[src/rtl/count_prog.sv]
// Programmable up/down modulo counter with optional prescaler, wrap or saturate
// at the bounds, synchronous load and a registered terminal-count pulse.
module count_prog #(
    parameter int W   = 8,
    parameter int PRE = 1
) (
    input  logic         clk,
    input  logic         RE,
    input  logic         CE,
    input  logic         dir,
    input  logic         sat,
    input  logic         LD,
    input  logic [W-1:0] din,
    input  logic [W-1:0] step,
    input  logic [W-1:0] top,
    output logic [W-1:0] out,
    output logic         tc
);

    localparam int PW = (PRE > 1) ? $clog2(PRE) : 1;
    localparam logic [PW-1:0] PMAX = PW'(PRE - 1);

    logic         ev;
    logic [W-1:0] stp;
    logic [W:0]   nxt;

    // Next {tc, value} for one count event; all arithmetic is W+1 bits wide.
    function automatic logic [W:0] count_next(
        input logic [W-1:0] cur,
        input logic [W-1:0] s_in,
        input logic [W-1:0] t_in,
        input logic         down,
        input logic         satm
    );
        logic [W:0]   c, s, t, t1, sum;
        logic [W-1:0] val;
        logic         flag;
        c    = {1'b0, cur};
        s    = {1'b0, s_in};
        t    = {1'b0, t_in};
        t1   = t + {{W{1'b0}}, 1'b1};
        sum  = c + s;
        val  = cur;
        flag = 1'b0;
        if (c > t) begin
            // Out-of-range value (after LD or a lowered top) is pulled back in.
            val  = (satm || down) ? t_in : '0;
            flag = 1'b1;
        end else if (s == '0) begin
            val  = cur;
            flag = 1'b0;
        end else if (!down) begin
            if (sum <= t) begin
                val = sum[W-1:0];
            end else begin
                sum  = sum - t1;
                val  = satm ? t_in : sum[W-1:0];
                flag = 1'b1;
            end
        end else begin
            if (c >= s) begin
                sum = c - s;
                val = sum[W-1:0];
            end else begin
                sum  = c + t1 - s;
                val  = satm ? '0 : sum[W-1:0];
                flag = 1'b1;
            end
        end
        return {flag, val};
    endfunction

    assign stp = (step > top) ? top : step;
    assign nxt = count_next(out, stp, top, dir, sat);

    generate
        if (PRE > 1) begin : g_pre
            logic [PW-1:0] pre_cnt;

            always_ff @(posedge clk or posedge RE) begin
                if (RE) begin
                    pre_cnt <= '0;
                end else if (LD) begin
                    pre_cnt <= '0;
                end else if (CE) begin
                    pre_cnt <= (pre_cnt == PMAX) ? '0 : pre_cnt + PW'(1);
                end
            end

            assign ev = CE && (pre_cnt == PMAX);
        end else begin : g_nopre
            assign ev = CE;
        end
    endgenerate

    always_ff @(posedge clk or posedge RE) begin
        if (RE) begin
            out <= '0;
            tc  <= 1'b0;
        end else if (LD) begin
            out <= din;
            tc  <= 1'b0;
        end else if (ev) begin
            out <= nxt[W-1:0];
            tc  <= nxt[W];
        end else begin
            tc  <= 1'b0;
        end
    end

endmodule
[config.mk]
export PLATFORM = sky130hd
export DESIGN_NAME = count_prog
export DESIGN_NICKNAME = d
export VERILOG_FILES = /design/src/rtl/count_prog.sv
export SDC_FILE = /design/constraint.sdc
export NUM_CORES = 1
export LEC_CHECK = 0
export BUFFER_PORTS_ARGS = -buffer_cell sky130_fd_sc_hd__buf_2
export CORE_ASPECT_RATIO = 0.7
export CORE_MARGIN = 2
export CORE_UTILIZATION = 53
export DETAILED_ROUTE_END_ITERATION = 10
export GPL_ROUTABILITY_DRIVEN = 0
export PLACE_DENSITY = 0.77
export RECOVER_POWER = 100
export SLEW_MARGIN = 20
export SYNTH_ARGS = -nofsm -noshare
export SYNTH_HDL_FRONTEND = slang
export SYNTH_SLANG_ARGS = --single-unit
export TNS_END_PERCENT = 30
[constraint.sdc]
create_clock -name clk -period 3.3 [get_ports clk]
set_clock_uncertainty 0.05 [all_clocks]
set_input_delay 0.495 -clock clk [delete_from_list [all_inputs] [get_ports clk]]
set_output_delay 0.495 -clock clk [all_outputs]
set_load 0.03 [all_outputs]
Word level (Yosys, flattened, before mapping)
Cells that the tools add are included.
- register bits after elaboration: 9
- input bits: 30
- output and inout bits: 9
- word-level logic and storage cells: 35
- add/subtract/negate cells: 6
- $lt $le $gt $ge: 4
- equality and inequality tests: 1
- muxes and demuxes: 18
- reduce and logical (&&, ||, !) cells: 4
- operators with widths (cell ; number):
    8-bit two-way mux ; 11
    8-bit subtractor ; 3
    8-bit > comparator ; 2
    8-bit by 8-bit adder with 9-bit output ; 1
    9-bit by 8-bit less-or-equal comparator with 1-bit output ; 1
    8-bit by 1-bit adder with 8-bit output (second input constant) ; 1
    8-bit adder ; 1
    8-bit >= comparator ; 1
    8-bit zero test ; 1
    1-bit two-way mux ; 7
    3-bit inequality test (second input constant) ; 1
    2-bit AND reduction ; 1
    2-bit nonzero test ; 1
    1-bit logical OR ; 1

Logic depth before layout (Yosys ltp)
Gate-level depths: netlist of run 1.
- depth in word-level cells: 11
- gate-level depth with buffers: 26
- gate-level depth less buffers: 24

Worst setup path after synthesis of run 1
No wires, ideal clock.
- kind: input -> register
- from: input port top[2]
- to: register out[6]
- setup time: 0.077 ns
- arrival time: 4.982 ns
- required time: 3.173 ns
- path slack: -1.809 ns
- stages: 25
- buffers on the path: 2
- cells stage by stage: clkbuf_1 > inv_1 > ha_1 > nand4_1 > or2_2 > o21ai_4 > clkbuf_1 > nand2_1 > o21ai_0 > ha_1 > inv_1 > fa_1 > nand2b_1 > nand2_1 > a21oi_1 > xnor2_1 > ha_1 > o21a_1 > o31a_1 > o21a_1 > o21a_1 > o311ai_2 > a21boi_1 > or4_1 > a21oi_1
- word-level cells in the longest chain between the ends: 11
- elaborated cells on any way between the ends: 23
- classes of those cells: 6 x add/sub; 4 x order compare; 1 x eq/ne; 10 x mux; 2 x reduce/logical
- RTL lines (element ; line ; source):
    start: declaration ; 15 ; input logic [W-1:0] top,
    8-bit > comparator ; 73 ; assign stp = (step > top) ? top : step;
    8-bit two-way mux ; 73 ;
    8-bit by 8-bit adder with 9-bit output ; 42 ; sum = c + s;
    8-bit subtractor ; 56 ; sum = sum - t1;
    8-bit two-way mux ; 57 ; val = satm ? t_in : sum[W-1:0];
    8-bit two-way mux ; 53 ; if (sum <= t) begin
    8-bit two-way mux ; 52 ; end else if (!down) begin
    8-bit two-way mux ; 49 ; end else if (s == '0) begin
    8-bit two-way mux ; 45 ; if (c > t) begin
    8-bit two-way mux ; 103 ; end else if (ev) begin
    8-bit two-way mux ; 100 ; end else if (LD) begin
    end signal: assignment ; 101 ; out <= din;
    end signal: assignment ; 104 ; out <= nxt[W-1:0];
    end: declaration ; 16 ; output logic [W-1:0] out,
Several ways; a longest one is shown, not always the timed one. The select of a mux whose other input is x is not followed.
A chain may end at the register's enable or synchronous reset.

Worst setup path in the final report of run 1
- from: input port top[1]
- to: register out[6]
Same word-level chain as after synthesis.

==> impl_metrics.ini, run 1 <==
[status]
outcome = finished with violations
failed_checks = setup timing

[sta]
fin_tns_setup_ps = -12580
hold_viol = 0
setup_viol = 9
layout_worst_path_cycle_share_pct = 147
slew_hr_pct = 67.5
finalCriticalPeriod_ps = 4840
timing.final.ws_setup_ps = -1540
final_hold_slack_ps = 182
timing.fmax_mhz = 206
report.final.slew_viol_count = 0
tightestPinTransition_ps = 488
rsz0062_at_grt = yes

[drt]
post_drt_via_cell_ratio = 6.62
antenna_left = 0
via_count = 4095
initialDrtViolationCount = 757
dr.pass1.iters = 9
route.detailed.drc = 0
drt-total-wl_um = 13500
route.detailed.wl_per_inst_um = 21.9

[finish]
sequential_cell_area_um2 = 225
finish.instance_area_um2 = 4600
drive_gt1_share_pct = 37.5
layout.core_utilization_pct = 80.2
syn_to_final_growth_pct = 46.5
multi_input_area_um2 = 3050
number_of_antenna_cells_inserted = 0
final-instance-count-excl-fill = 619
fillerInstances = 366
finalNetCount = 643

[setup_path]
setup.worst_path.class = in2reg
worst_ep_arrival_time_ps = 4950
worstRegToRegCells = 15
r2r_end = out[3]
timing.reg2reg.setup_slack_ps = -420
timing.critical_path.from_type = input pin
cp.required_ps = 3410
critPathMaxFanout = 6
startpoint = top[1]
crit_path_end_kind = register
worstReg2RegStart = out[1]
endpoint = out[6]

[synth]
synth_simple_gate_area_share_pct = 19.3
synthCells = 403
synth-compound-area-share_pct = 28.3
dominant_register_cell_in_the_synthesized_netlist = sky130_fd_sc_hd__dfrtp_1
yosys-top-cells-area = sky130_fd_sc_hd__ha_1 (23%), sky130_fd_sc_hd__dfrtp_1 (7.2%), sky130_fd_sc_hd__fa_1 (6.4%)
syn_area_per_cell_um2 = 7.78
multiplexer_share_of_the_synthesized_area_pct = 2.03
synth_enable_flop_cells = 0
synth-seq-area-share_pct = 7.18
ys_types = 64
yosysWarnings = 0
synth-async-reset-ratio_pct = 100
synth-adder-area-share_pct = 29.5
synth.cells.most_frequent = sky130_fd_sc_hd__ha_1 (58), sky130_fd_sc_hd__inv_1 (38), sky130_fd_sc_hd__nor2_1 (37)
post-synth-top-area-fraction_pct = 23.1
post-synth-top-count-cell = sky130_fd_sc_hd__ha_1
post_synth_instance_area_um2 = 3140
xor_xnor_cell_area_share_of_the_yosys_netlist_pct = 6.70
synth_nets = 501
main_combinational_cell_family_by_area_after_synthesis = adder cells
synth_largest_area_cell = sky130_fd_sc_hd__ha_1
synth-seq-cells = 9

[cts]
clockBufferDepth = 2
h-tree-depth = 1
cts-root-buf = sky130_fd_sc_hd__clkbuf_8
clkLatencyLatePin_ps = 230
tritoncts = built
cts_hold_repair.buffers = 0
clock_sink_count = 9
clk_transition_reported_paths_ps = 50
tritoncts.num_buffers = 3

[grt]
gr-usage-met3_pct = 8.59
grt_use_met1_pct = 47.2
grt_antenna_before_repair = 0
use_met2_pct = 63.2
first_global_vias = 3708
wire_length_of_the_first_global_routing_pass_um = 18100
grt.total_usage_pct = 37.4
grt_start_max_net_pins = 24
top_usage_layer = met2
globalRouteOverflowTotal = 0

[power]
total_leakage_power_nw = 2.20
power.ir.vdd_worst_mv = 0.509
p_per_area_nw_per_um2 = 728

[placed_design]
placed_cells_incl_taps = 605
io_buffers = 38
place_area_um2 = 4160
place.detailed.hpwl_um = 9680

[die]
fp.coreArea_um2 = 5730
design.portCount = 39
full_die_area_um2 = 6560
die_width_um = 96.0
initial_core_util_pct = 54.8
die-height_um = 68.4
std_cell_rows = 23

[hold_path]
class_of_the_tightest_hold_or_removal_check = in2async

[run]
timing.max_cap.violations = 0
power by group:
| part | internal [mW] | switching (mW) | total [mW] |
|---|---|---|---|
| combinational | 1.45 | 1.59 | 3.04 |
| sequential | 0.132 | 0.0386 | 0.171 |
| clock | 0.0844 | 0.0458 | 0.130 |
| total | 1.67 | 1.67 | 3.35 |
placed cells by master, fill, tap and decap left out, types with 7 or more instances in the layout:
cell                       instances
sky130_fd_sc_hd__nor3_1           14
sky130_fd_sc_hd__clkbuf_1         10
sky130_fd_sc_hd__ha_4             13
sky130_fd_sc_hd__xnor2_1          15
sky130_fd_sc_hd__a21oi_2           7
sky130_fd_sc_hd__o21a_1            9
sky130_fd_sc_hd__buf_2            28
sky130_fd_sc_hd__nor2_1           36
sky130_fd_sc_hd__ha_1             45
sky130_fd_sc_hd__buf_4           107
sky130_fd_sc_hd__a21o_1           11
sky130_fd_sc_hd__a211oi_1          9
sky130_fd_sc_hd__nand3_1           9
sky130_fd_sc_hd__nand2_1          18
sky130_fd_sc_hd__o21ai_0          13
sky130_fd_sc_hd__dfrtp_1           9
sky130_fd_sc_hd__inv_1            32
sky130_fd_sc_hd__nor2b_1           8
sky130_fd_sc_hd__a21oi_1          21
sky130_fd_sc_hd__fa_1              9
cell families (layout without fill, tap and decap cells):
| group | count (synthesis) | in the layout |
|---|---|---|
| flip-flops | 9 | 9 |
| multiplexers | 6 | 6 |
| buffers and inverters | 51 | 191 |
| XOR/XNOR | 24 | 24 |
| AND/OR/NAND/NOR | 121 | 121 |
| adder cells (fa/ha/maj) | 68 | 68 |
| AO/OA/AOI/OAI | 124 | 125 |
state kept, by name, indices dropped and copies added (netlist names):
| name | flops |
|---|---|
| out | 8 |
| tc | 1 |
worst max-delay path: stages:
cell                       delay (ps)
sky130_fd_sc_hd__buf_8            100
sky130_fd_sc_hd__inv_4             50
sky130_fd_sc_hd__ha_4             200
sky130_fd_sc_hd__nor2b_4          120
sky130_fd_sc_hd__o211ai_1         260
sky130_fd_sc_hd__a21oi_4          130
sky130_fd_sc_hd__o21ai_4          210
sky130_fd_sc_hd__buf_4            140
sky130_fd_sc_hd__nor2_1            50
sky130_fd_sc_hd__a21o_4           220
sky130_fd_sc_hd__ha_4             300
sky130_fd_sc_hd__nand3_1           90
sky130_fd_sc_hd__o211ai_1         280
sky130_fd_sc_hd__nor2_1           110
sky130_fd_sc_hd__xnor2_1          290
sky130_fd_sc_hd__ha_1             310
sky130_fd_sc_hd__nand4_1          170
sky130_fd_sc_hd__o22a_1           150
sky130_fd_sc_hd__o22ai_2          100
sky130_fd_sc_hd__o211ai_4         150
sky130_fd_sc_hd__buf_6            170
sky130_fd_sc_hd__or2_4            110
sky130_fd_sc_hd__a21boi_2          50
sky130_fd_sc_hd__or4_1            520
sky130_fd_sc_hd__a21oi_1          150
what timing repair did:
action	in CTS	in global routing
buffers inserted	6	4
pin swaps	24	20
cloned	1	0
setup endpoints to repair	9	9
resized for setup	23	32
metal layers:
layer / vias to the layer above / routed length [um]
li1: 1752 / -
met1: 1883 / 4880
met2: 340 / 5740
met3: 120 / 1960
met4: 0 / 980
met5: - / 0
cell type report:
cell class,instances,share of cell area [%]
Inverter,38,3.16
Clock buffer,4,0.980
Tap cell,75,2.04
Timing Repair Buffer,149,22.6
Multi-Input combinational cell,344,66.3
Sequential cell,9,4.90
how the worst min path moves through the flow:
stage	startpoint	end	slack (ps)	cells after the start
after detailed placement	RE	tc	430	2
after CTS	RE	tc	190	2
after floorplan	RE	out[0]	270	1
final	RE	tc	180	2
after global placement	RE	out[2]	410	2
after global routing	RE	tc	210	2
per-stage QoR:
stage | setup slack, ps | total power [mW]
2_1_floorplan | -1360 | 1.77
3_3_place_gp | -1540 | 2.62
3_5_place_dp | -1760 | 2.73
4_1_cts | -1340 | 3.04
5_1_grt | -1720 | 3.55
6_report | -1540 | 3.35
(Power assumes the default switching activity.)
==> run 2: changes to the inputs <==
--- a/config.mk
+++ b/config.mk
@@ -12,7 +12,6 @@
 export DETAILED_ROUTE_END_ITERATION = 10
 export GPL_ROUTABILITY_DRIVEN = 0
 export PLACE_DENSITY = 0.77
-export RECOVER_POWER = 100
 export SLEW_MARGIN = 20
 export SYNTH_ARGS = -nofsm -noshare
 export SYNTH_HDL_FRONTEND = slang
==> run 2 against run 1 <==
Compared with the run above: first-iteration DRC count shrank 9.4%; the flow still finishes with violations (setup timing); via count increased by 0.29%; non-clock buffer count is the same; total power rose by 0.11%; highest routed layer unchanged; sequential power about the same; sequential cell count stayed put; combinational power about the same.
==> impl_metrics.ini, run 2 (same netlist as run 1, synthesis figures left out) <==
[finish]
mostFrequentLayoutCell = sky130_fd_sc_hd__buf_4
number_of_antenna_cells_inserted = 0
largestRegisters = out (8), tc (1)
most-common-layout-cells = sky130_fd_sc_hd__buf_4 (109), sky130_fd_sc_hd__ha_1 (45), sky130_fd_sc_hd__nor2_1 (36)
largest_register_ffs = 8
largest-register = out
syn_to_final_growth_pct = 47.0
drive_gt1_share_pct = 39.2
finish.instance_area_um2 = 4610
finalNetCount = 643
final-instance-count-excl-fill = 619

[sta]
timing.final.ws_setup_ps = -1520
finalCriticalPeriod_ps = 4820
setup_viol = 9
rsz0062_at_grt = yes
timing.fmax_mhz = 207
fin_tns_setup_ps = -12570
tightestPinTransition_ps = 481
hold_viol = 0
report.final.slew_viol_count = 0
slew_hr_pct = 67.7
layout_worst_path_cycle_share_pct = 146

[drt]
route.detailed.drc = 0
drt-total-wl_um = 13600
antenna_left = 0
dr.pass1.iters = 9
initialDrtViolationCount = 686
post_drt_via_cell_ratio = 6.63
route.detailed.wl_per_inst_um = 21.9
via_count = 4107

[power]
share_comb_of_total_power_pct = 91.0
total_leakage_power_nw = 2.22
power.ir.vdd_worst_mv = 0.508
fin_total_pwr_mw = 3.35
netSwitchingPower_mw = 1.67
clock_power_share_pct = 3.9
p_per_area_nw_per_um2 = 726
internal_power_contribution_mw = 1.68
switching_share_pct = 49.8
pwr-share-seq_pct = 5.1

[die]
design.portCount = 39
fp.coreArea_um2 = 5730
die-height_um = 68.4
die_width_um = 96.0
initial_core_util_pct = 54.8
std_cell_rows = 23
full_die_area_um2 = 6560

[cts]
cts-root-buf = sky130_fd_sc_hd__clkbuf_8
tritoncts.num_buffers = 3
clock_sink_count = 9
h-tree-depth = 1
clkLatencyLatePin_ps = 230
cts_hold_repair.buffers = 0
clk_transition_reported_paths_ps = 50
tritoncts = built
clockBufferDepth = 2

[placed_design]
io_buffers = 38
place_area_um2 = 4160
placed_cells_incl_taps = 605
place.detailed.hpwl_um = 9680

[setup_path]
timing.critical_path.from_type = input pin
worstRegToRegCells = 15
worstReg2RegStart = out[1]
crit_slowest_cell = sky130_fd_sc_hd__or4_1
cp_slowest_stage_delay_ps = 510
critPathMaxFanout = 6
r2r_end = out[3]
setup.worst_path.class = in2reg
worst_ep_arrival_time_ps = 4930
crit_path_end_kind = register
cp.required_ps = 3410
timing.reg2reg.setup_slack_ps = -420

[run]
timing.max_cap.violations = 0

[grt]
grt_start_max_net_pins = 24
globalRouteOverflowTotal = 0
grt.total_usage_pct = 37.4
grt_antenna_before_repair = 0
wire_length_of_the_first_global_routing_pass_um = 18100
first_global_vias = 3708

[status]
outcome = finished with violations
failed_checks = setup timing

[hold_path]
class_of_the_tightest_hold_or_removal_check = in2async
==> run 2: cell types whose count changed in the layout (fill, tap and decap cells not counted) <==
| cell | change |
|---|---|
| sky130_fd_sc_hd__clkbuf_1 | -9 |
| sky130_fd_sc_hd__buf_2 | +7 |
| sky130_fd_sc_hd__buf_4 | +2 |
==> run 2: routing by layer <==
metal / part of all wire (%) / GRT usage (%) / vias to the layer above
met5: 0 / 0 / -
met4: 7.4 / 12.9 / 0
met3: 14 / 8.59 / 111
met2: 42 / 63.2 / 376
met1: 36 / 47.2 / 1869
li1: - / - / 1751
==> run 2: per-stage QoR <==
step / util (%) / worst slack, ps / hold slack, ps
final: 80.5 / -1520 / 180
after CTS: 76.1 / -1340 / 189
after global placement: 72.6 / -1540 / 414
after detailed placement: 72.6 / -1760 / 434
after global routing: 80.5 / -1720 / 211
after floorplan: - / -1360 / 273
==> run 2: worst max path at each step <==
stage,endpoint,cells after the start,slack (ps),startpoint
after floorplan,out[6],23,-1360,top[6]
after global placement,out[6],25,-1540,top[1]
after detailed placement,out[3],23,-1760,top[7]
after CTS,out[6],26,-1340,top[1]
after global routing,out[3],24,-1720,top[1]
final,out[6],25,-1520,top[1]
==> run 2: final cells by class <==
| cell class | count | area [um2] |
|---|---|---|
| Inverter | 38 | 145 |
| Sequential cell | 9 | 225 |
| Tap cell | 75 | 93.8 |
| Timing Repair Buffer | 149 | 1050 |
| Clock buffer | 4 | 45.0 |
| Fill cell | 356 | 1110 |
| Multi-Input combinational cell | 344 | 3050 |
==> run 2: critical path, delay by kind of cell <==
family,cells,cell delay (ps)
AOI/OAI and AO/OA,10,1710
and+or+nand+nor,7,1170
adders and majority gates,3,810
buffers and inverters,4,460
xor gates and xnor gates,1,280
==> run 2: what timing repair did <==
action | 4_1_cts | 5_1_grt
endpoints found under the setup margin | 9 | 9
pin swaps | 24 | 20
gates cloned | 1 | 0
gates resized for setup | 23 | 32
setup buffers | 6 | 4
==> run 2: power groups by stage <==
stage | sequential [mW] | clock (mW) | combinational [mW]
after global routing | 0.170 | 0.134 | 3.26
after global placement | 0.159 | 0 | 2.46
after CTS | 0.159 | 0.130 | 2.75
after detailed placement | 0.160 | 0 | 2.57
final | 0.172 | 0.130 | 3.05
after floorplan | 0.213 | 0 | 1.55
